<file path="config.mk">
export PLATFORM = sky130hd
export DESIGN_NAME = uart_rx_byte
export DESIGN_NICKNAME = d
export VERILOG_FILES = /design/src/rtl/uart_pkg.sv /design/src/rtl/sync_2ff.sv /design/src/rtl/uart_rx_byte.sv
export SDC_FILE = /design/constraint.sdc
export NUM_CORES = 1
export LEC_CHECK = 0
export CELL_PAD_IN_SITES_DETAIL_PLACEMENT = 1
export CELL_PAD_IN_SITES_GLOBAL_PLACEMENT = 1
export CORE_MARGIN = 1
export CORE_UTILIZATION = 46
export DETAILED_ROUTE_END_ITERATION = 16
export GPL_TIMING_DRIVEN = 0
export MAX_ROUTING_LAYER = met4
export PLACE_DENSITY = 0.86
export SETUP_SLACK_MARGIN = 0.5
export SYNTH_ARGS = -nofsm -noshare
export SYNTH_HDL_FRONTEND = slang
export SYNTH_HIERARCHICAL = 1
export SYNTH_SLANG_ARGS = --single-unit
</file>
<file path="constraint.sdc">
create_clock -name clk -period 2.9 [get_ports clk]
set_input_delay 0.29 -clock clk [delete_from_list [all_inputs] [get_ports clk]]
set_output_delay 0.29 -clock clk [all_outputs]
set_load 0.05 [all_outputs]
</file>
<file path="src/rtl/uart_pkg.sv">
// -----------------------------------------------------------------------------
// uart_pkg
// Shared UART definitions: receiver FSM state encoding, frame geometry,
// default clock/baud constants and a constant-evaluable clog2 helper.
// Imported by uart_rx_byte and intended for reuse by a future uart_tx_byte.
// -----------------------------------------------------------------------------
package uart_pkg;

  typedef enum logic [1:0] {
    ST_IDLE  = 2'd0,
    ST_START = 2'd1,
    ST_DATA  = 2'd2,
    ST_STOP  = 2'd3
  } rx_state_e;

  localparam int DATA_BITS    = 8;
  localparam int DEF_CLK_FREQ = 100000000;
  localparam int DEF_BAUD     = 115200;

  // Bits needed to hold values 0..value-1, never less than 1.
  function automatic int clog2(input int value);
    int width;
    int rem;
    width = 32'sd0;
    rem   = value - 32'sd1;
    while (rem > 32'sd0) begin
      width = width + 32'sd1;
      rem   = rem >>> 1;
    end
    return (width < 32'sd1) ? 32'sd1 : width;
  endfunction

endpackage

</file>
<file path="src/rtl/sync_2ff.sv">
// -----------------------------------------------------------------------------
// sync_2ff
// Two-flop synchroniser for asynchronous level inputs. Both stages reset to
// all-ones so an idle-high serial line does not look like a start bit while
// the chain refills after reset.
//   clk_i  : destination clock
//   rst_i  : synchronous active-high reset
//   d_i    : asynchronous input bus
//   q_o    : synchronised output, two clocks of latency
// -----------------------------------------------------------------------------
module sync_2ff #(
  parameter int WIDTH = 1
) (
  input  logic             clk_i,
  input  logic             rst_i,
  input  logic [WIDTH-1:0] d_i,
  output logic [WIDTH-1:0] q_o
);

  logic [WIDTH-1:0] meta_q;
  logic [WIDTH-1:0] sync_q;

  // Two-stage capture chain.
  always_ff @(posedge clk_i) begin
    if (rst_i) begin
      meta_q <= '1;
      sync_q <= '1;
    end else begin
      meta_q <= d_i;
      sync_q <= meta_q;
    end
  end

  assign q_o = sync_q;

endmodule

</file>
<file path="src/rtl/uart_rx_byte.sv">
// -----------------------------------------------------------------------------
// uart_rx_byte
// 8N1 UART receiver. The serial line is synchronised, the start bit is
// validated at its centre, data bits are sampled at mid-bit LSB first and the
// completed byte is offered on a valid/ready interface.
//   clk        : system clock
//   rst        : synchronous active-high reset
//   uart_rx0   : asynchronous serial line, idle high
//   rx_data    : received byte
//   rx_valid   : rx_data holds an unconsumed byte
//   rx_ready   : consumer accepts when rx_valid && rx_ready
//   frame_err  : one-cycle pulse, stop bit sampled low
//   overrun    : one-cycle pulse, unconsumed byte overwritten
//   busy       : receiver is not idle
// -----------------------------------------------------------------------------
module uart_rx_byte
  import uart_pkg::*;
#(
  parameter int CLK_FREQ = DEF_CLK_FREQ,
  parameter int BAUD     = DEF_BAUD
) (
  input  logic                 clk,
  input  logic                 rst,
  input  logic                 uart_rx0,
  output logic [DATA_BITS-1:0] rx_data,
  output logic                 rx_valid,
  input  logic                 rx_ready,
  output logic                 frame_err,
  output logic                 overrun,
  output logic                 busy
);

  localparam int CLKS_PER_BIT = CLK_FREQ / BAUD;
  localparam int CW           = clog2(CLKS_PER_BIT);
  localparam logic [CW-1:0] CNT_LAST = CW'(CLKS_PER_BIT - 1);
  localparam logic [CW-1:0] CNT_HALF = CW'(CLKS_PER_BIT / 2 - 1);
  localparam logic [2:0]    IDX_LAST = 3'(DATA_BITS - 1);

  if (CLKS_PER_BIT < 4) begin : g_bad_cpb
    $error("uart_rx_byte: CLK_FREQ/BAUD must be at least 4");
  end

  logic                 rxd_s;
  logic                 accept_s;
  logic                 complete_s;

  rx_state_e            state_q,     state_d;
  logic [CW-1:0]        baud_q,      baud_d;
  logic [2:0]           bit_idx_q,   bit_idx_d;
  logic [DATA_BITS-1:0] shift_q,     shift_d;
  // Cleared by a framing error so a held-low (break) line cannot retrigger.
  logic                 armed_q,     armed_d;
  logic [DATA_BITS-1:0] rx_data_q,   rx_data_d;
  logic                 rx_valid_q,  rx_valid_d;
  logic                 frame_err_q, frame_err_d;
  logic                 overrun_q,   overrun_d;
  logic                 busy_q,      busy_d;

  sync_2ff #(.WIDTH(1)) u_sync (
    .clk_i (clk),
    .rst_i (rst),
    .d_i   (uart_rx0),
    .q_o   (rxd_s)
  );

  assign accept_s = rx_valid_q & rx_ready;

  // State and output registers.
  always_ff @(posedge clk) begin
    if (rst) begin
      state_q     <= ST_IDLE;
      baud_q      <= '0;
      bit_idx_q   <= 3'd0;
      shift_q     <= '0;
      armed_q     <= 1'b1;
      rx_data_q   <= '0;
      rx_valid_q  <= 1'b0;
      frame_err_q <= 1'b0;
      overrun_q   <= 1'b0;
      busy_q      <= 1'b0;
    end else begin
      state_q     <= state_d;
      baud_q      <= baud_d;
      bit_idx_q   <= bit_idx_d;
      shift_q     <= shift_d;
      armed_q     <= armed_d;
      rx_data_q   <= rx_data_d;
      rx_valid_q  <= rx_valid_d;
      frame_err_q <= frame_err_d;
      overrun_q   <= overrun_d;
      busy_q      <= busy_d;
    end
  end

  // Next-state, bit sampling and output-register update.
  always_comb begin
    state_d     = state_q;
    baud_d      = baud_q;
    bit_idx_d   = bit_idx_q;
    shift_d     = shift_q;
    armed_d     = armed_q;
    rx_data_d   = rx_data_q;
    rx_valid_d  = rx_valid_q;
    frame_err_d = 1'b0;
    overrun_d   = 1'b0;
    complete_s  = 1'b0;

    case (state_q)
      ST_IDLE: begin
        baud_d = '0;
        if (rxd_s) begin
          armed_d = 1'b1;
        end else if (armed_q) begin
          state_d = ST_START;
        end else begin
          state_d = ST_IDLE;
        end
      end
      ST_START: begin
        if (baud_q == CNT_HALF) begin
          baud_d = '0;
          if (!rxd_s) begin
            state_d   = ST_DATA;
            bit_idx_d = 3'd0;
          end else begin
            state_d = ST_IDLE;
          end
        end else begin
          baud_d = baud_q + CW'(1);
        end
      end
      ST_DATA: begin
        if (baud_q == CNT_LAST) begin
          baud_d             = '0;
          shift_d[bit_idx_q] = rxd_s;
          if (bit_idx_q == IDX_LAST) begin
            state_d = ST_STOP;
          end else begin
            bit_idx_d = bit_idx_q + 3'd1;
          end
        end else begin
          baud_d = baud_q + CW'(1);
        end
      end
      ST_STOP: begin
        if (baud_q == CNT_LAST) begin
          baud_d  = '0;
          state_d = ST_IDLE;
          if (rxd_s) begin
            complete_s = 1'b1;
          end else begin
            frame_err_d = 1'b1;
            armed_d     = 1'b0;
          end
        end else begin
          baud_d = baud_q + CW'(1);
        end
      end
      default: begin
        state_d = ST_IDLE;
        baud_d  = '0;
      end
    endcase

    // A completion in the same cycle as an accept replaces the byte cleanly.
    if (complete_s) begin
      rx_data_d  = shift_q;
      rx_valid_d = 1'b1;
      overrun_d  = rx_valid_q & ~rx_ready;
    end else if (accept_s) begin
      rx_valid_d = 1'b0;
    end else begin
      rx_valid_d = rx_valid_q;
    end

    busy_d = (state_d != ST_IDLE);
  end

  assign rx_data   = rx_data_q;
  assign rx_valid  = rx_valid_q;
  assign frame_err = frame_err_q;
  assign overrun   = overrun_q;
  assign busy      = busy_q;

endmodule

</file>
==> results by group <==
Status
  – Outcome: complete, no violations

Route
  – DRT iter0 DRCs: 41
  – Post-route ant nets: 0
  – Avg Vias per Cell: approximately 5.5
  – Remaining DRCs: 0
  – Pre-Repair DR Iteration Count: 4
  – Via count: around 1,300
  – Routed WL: ~3800 um
  – DR WL/cell: roughly 16 um

Setup path
  – Critical path class: register to register
  – CP endpoint kind: register
  – Reg2reg path depth: 6
  – Arr. time, crit path: between 2 and 2.5 ns
  – Setup crit start kind: register
  – CP max FO: 10
  – Worst EP required: approximately 3.2 ns

Floorplan
  – # IOs: 16
  – Die X: 61.6 um
  – Die Y: 61.6 um
  – Initial core utilization: 0.485
  – Row count: 21
  – Die Area: 3790 um^2
  – Total core area: about 3400 um^2

Place
  – Port buffer count: 15
  – Placed cell count: between 200 and 250
  – Post-Place Setup Slack: ~0.92 ns
  – Placed cell areas: approximately 1800 um^2
  – Final HPWL DP: roughly 2800 um
  – GPL Wtd Cong: 0.841

Hold path
  – Hold Path Stages: 1
  – Worst Hold Class: register to register

Clock tree
  – Number of CTS-inserted buffers: 5
  – CTS clk-pin slew, worst paths: 0.11 ns
  – Clk sinks: 38
  – CTS tree: built
  – Setup bufs post-CTS: 0
  – H-tree lvl count: 2
  – Hold_buf cts: 0
  – Clock root cell: clkbuf_4
  – CTS Buffer Depth: 2
  – Skew-Pair Late Insertion Delay: ~0.37 ns
  – Post-CTS sizing: 0

Layout
  – Finished Layout Cells: around 240
  – Commonest non-fill, non-tap cell in the layout: dfxtp_1
  – Commonest non-fill, non-tap cells in the layout: dfxtp_1, nor2_1, mux2i_1
  – Share of layout cells above drive strength 1: 0.0758
  – Layout area overhead: 17.8%
  – Design Area, Final: ~1900 um^2
  – Final #Nets: slightly above 200
  – Ant diodes: 0

Synthesis
  – Post-synth cell types: 38
  – Syn Area/Cell: roughly 9.3 um^2
  – Predominant post-synthesis flop cell: dfxtp_1
  – Sequential share of the synthesized area: 0.466
  – Syn Nets: 183
  – Syn Inst Count: between 150 and 200
  – Syn. warnings: 6
  – Number of synthesized flops with an enable pin: 0
  – FF+latch count, synth: 38
  – Synthesized cell area: between 1500 and 2000 um^2
  – Post-synth ARST share: 0

Power and ir drop
  – Pwr per Cell Area: 481 nW/um^2
  – Max VDD drop: 0.281 mV
  – Pwr Total: around 0.93 mW
  – Leakage: 0.676 nW

STA
  – Final Max Tran Viols: 0
  – Worst Tran Pin Value: 0.527 ns
  – Post-route clock period utilization: 0.681
  – Count of final setup violators: 0
  – Final Critical Period: 1.97 ns
  – Setup tns final: 0 ns
  – Final hold vios: 0
  – Slew Limit Headroom: 0.649
  – Worst clock skew: about 0.010 ns
  – Fmax achieved: 507 MHz
  – Setup ws final: between 0.9 and 1 ns
  – RSZ-0062 raised after global routing: no

Global routing
  – Total GRT Usage: 0.236
  – Grt ovf: 0
  – Initial antenna violation count: 0
  – Largest net degree at the start of global routing: 14
  – First-pass GRT wire length: approximately 6000 um
  – Vias in the first global route: between 1,000 and 1,500

Flow run
  – Max cap viols: 0
## worst paths after layout
path | start | endpoint | slack, ns
setup reg to reg | baud_q[0] | baud_q[6] | 0.93
hold reg to reg | u_sync/meta_q | u_sync/q_o | 0.42
hold / removal | u_sync/meta_q | u_sync/q_o | 0.42
setup / recovery | baud_q[0] | baud_q[6] | 0.93
## logic make-up after synthesis
group	after synthesis	share of synthesized area
flops	38	0.466
mux	16	0.0981
simple gates	79	0.261
buf+inv	12	0.0291
xor+xnor	7	0.0375
compound gates	19	0.0782
fa+ha+maj	4	0.0307
## state kept, by name (all words and copies together), names as in the netlist
name           count
rx_data            8
busy               1
armed_q            1
u_sync/meta_q      1
bit_idx_q          3
shift_q            8
frame_err          1
state_q            2
rx_valid           1
u_sync/q_o         1
baud_q            10
overrun            1
## power breakdown
part	switching (mW)	internal, mW
Combinational	0.0200	0.0104
Sequential	0.00183	0.525
Clock	0.188	0.181
## layout make-up
cell class                      count  area [um^2]
Buffer                              8         32.5
Clock buffer                        5         37.5
Clock inverter                      3         45.0
Fill cell                         428         1440
Inverter                            4         15.0
Multi-Input combinational cell    125          825
Sequential cell                    38          761
Tap cell                           46         57.6
Timing Repair Buffer               15          150
## metal layers
layer / GRT usage / wire length (um) / up-vias
met3: 0.0525 / 97 / 14
met1: 0.259 / 1580 / 642
met5: - / 0 / -
met4: 0.152 / 127 / 0
met2: 0.384 / 2010 / 21
li1: - / - / 653
## per-stage QoR
step	util	hold slack, ns
2_1_floorplan	-	0.383
3_3_place_gp	0.547	0.394
3_5_place_dp	0.547	0.395
4_1_cts	0.572	0.428
5_1_grt	0.572	0.455
6_report	0.572	0.422
## worst max-delay path, cell delays in order (launching register included)
cell	delay, ns
dfxtp_1	0.40
ha_1	0.18
nor4bb_1	0.46
a31oi_2	0.25
a21o_1	0.21
nand2_1	0.27
nor2_1	0.10
## Yosys cell counts (3+ instances only)
library cell / instances / area [um^2]
a21oi_1: 4 / 20.0
and3_1: 3 / 18.8
xnor2_1: 3 / 26.3
dfxtp_1: 38 / 761
clkbuf_1: 6 / 22.5
nand2_1: 10 / 37.5
nand2b_1: 3 / 18.8
inv_1: 3 / 11.3
xor2_1: 4 / 35.0
nor2_1: 30 / 113
mux2i_1: 16 / 160
nand3_1: 10 / 50.1
ha_1: 4 / 50.1
nor3_1: 3 / 15.0
nor3b_1: 4 / 30.0
o21ai_0: 6 / 30.0
or2_1: 3 / 18.8
Note: power is estimated with default switching activity, not from simulation.
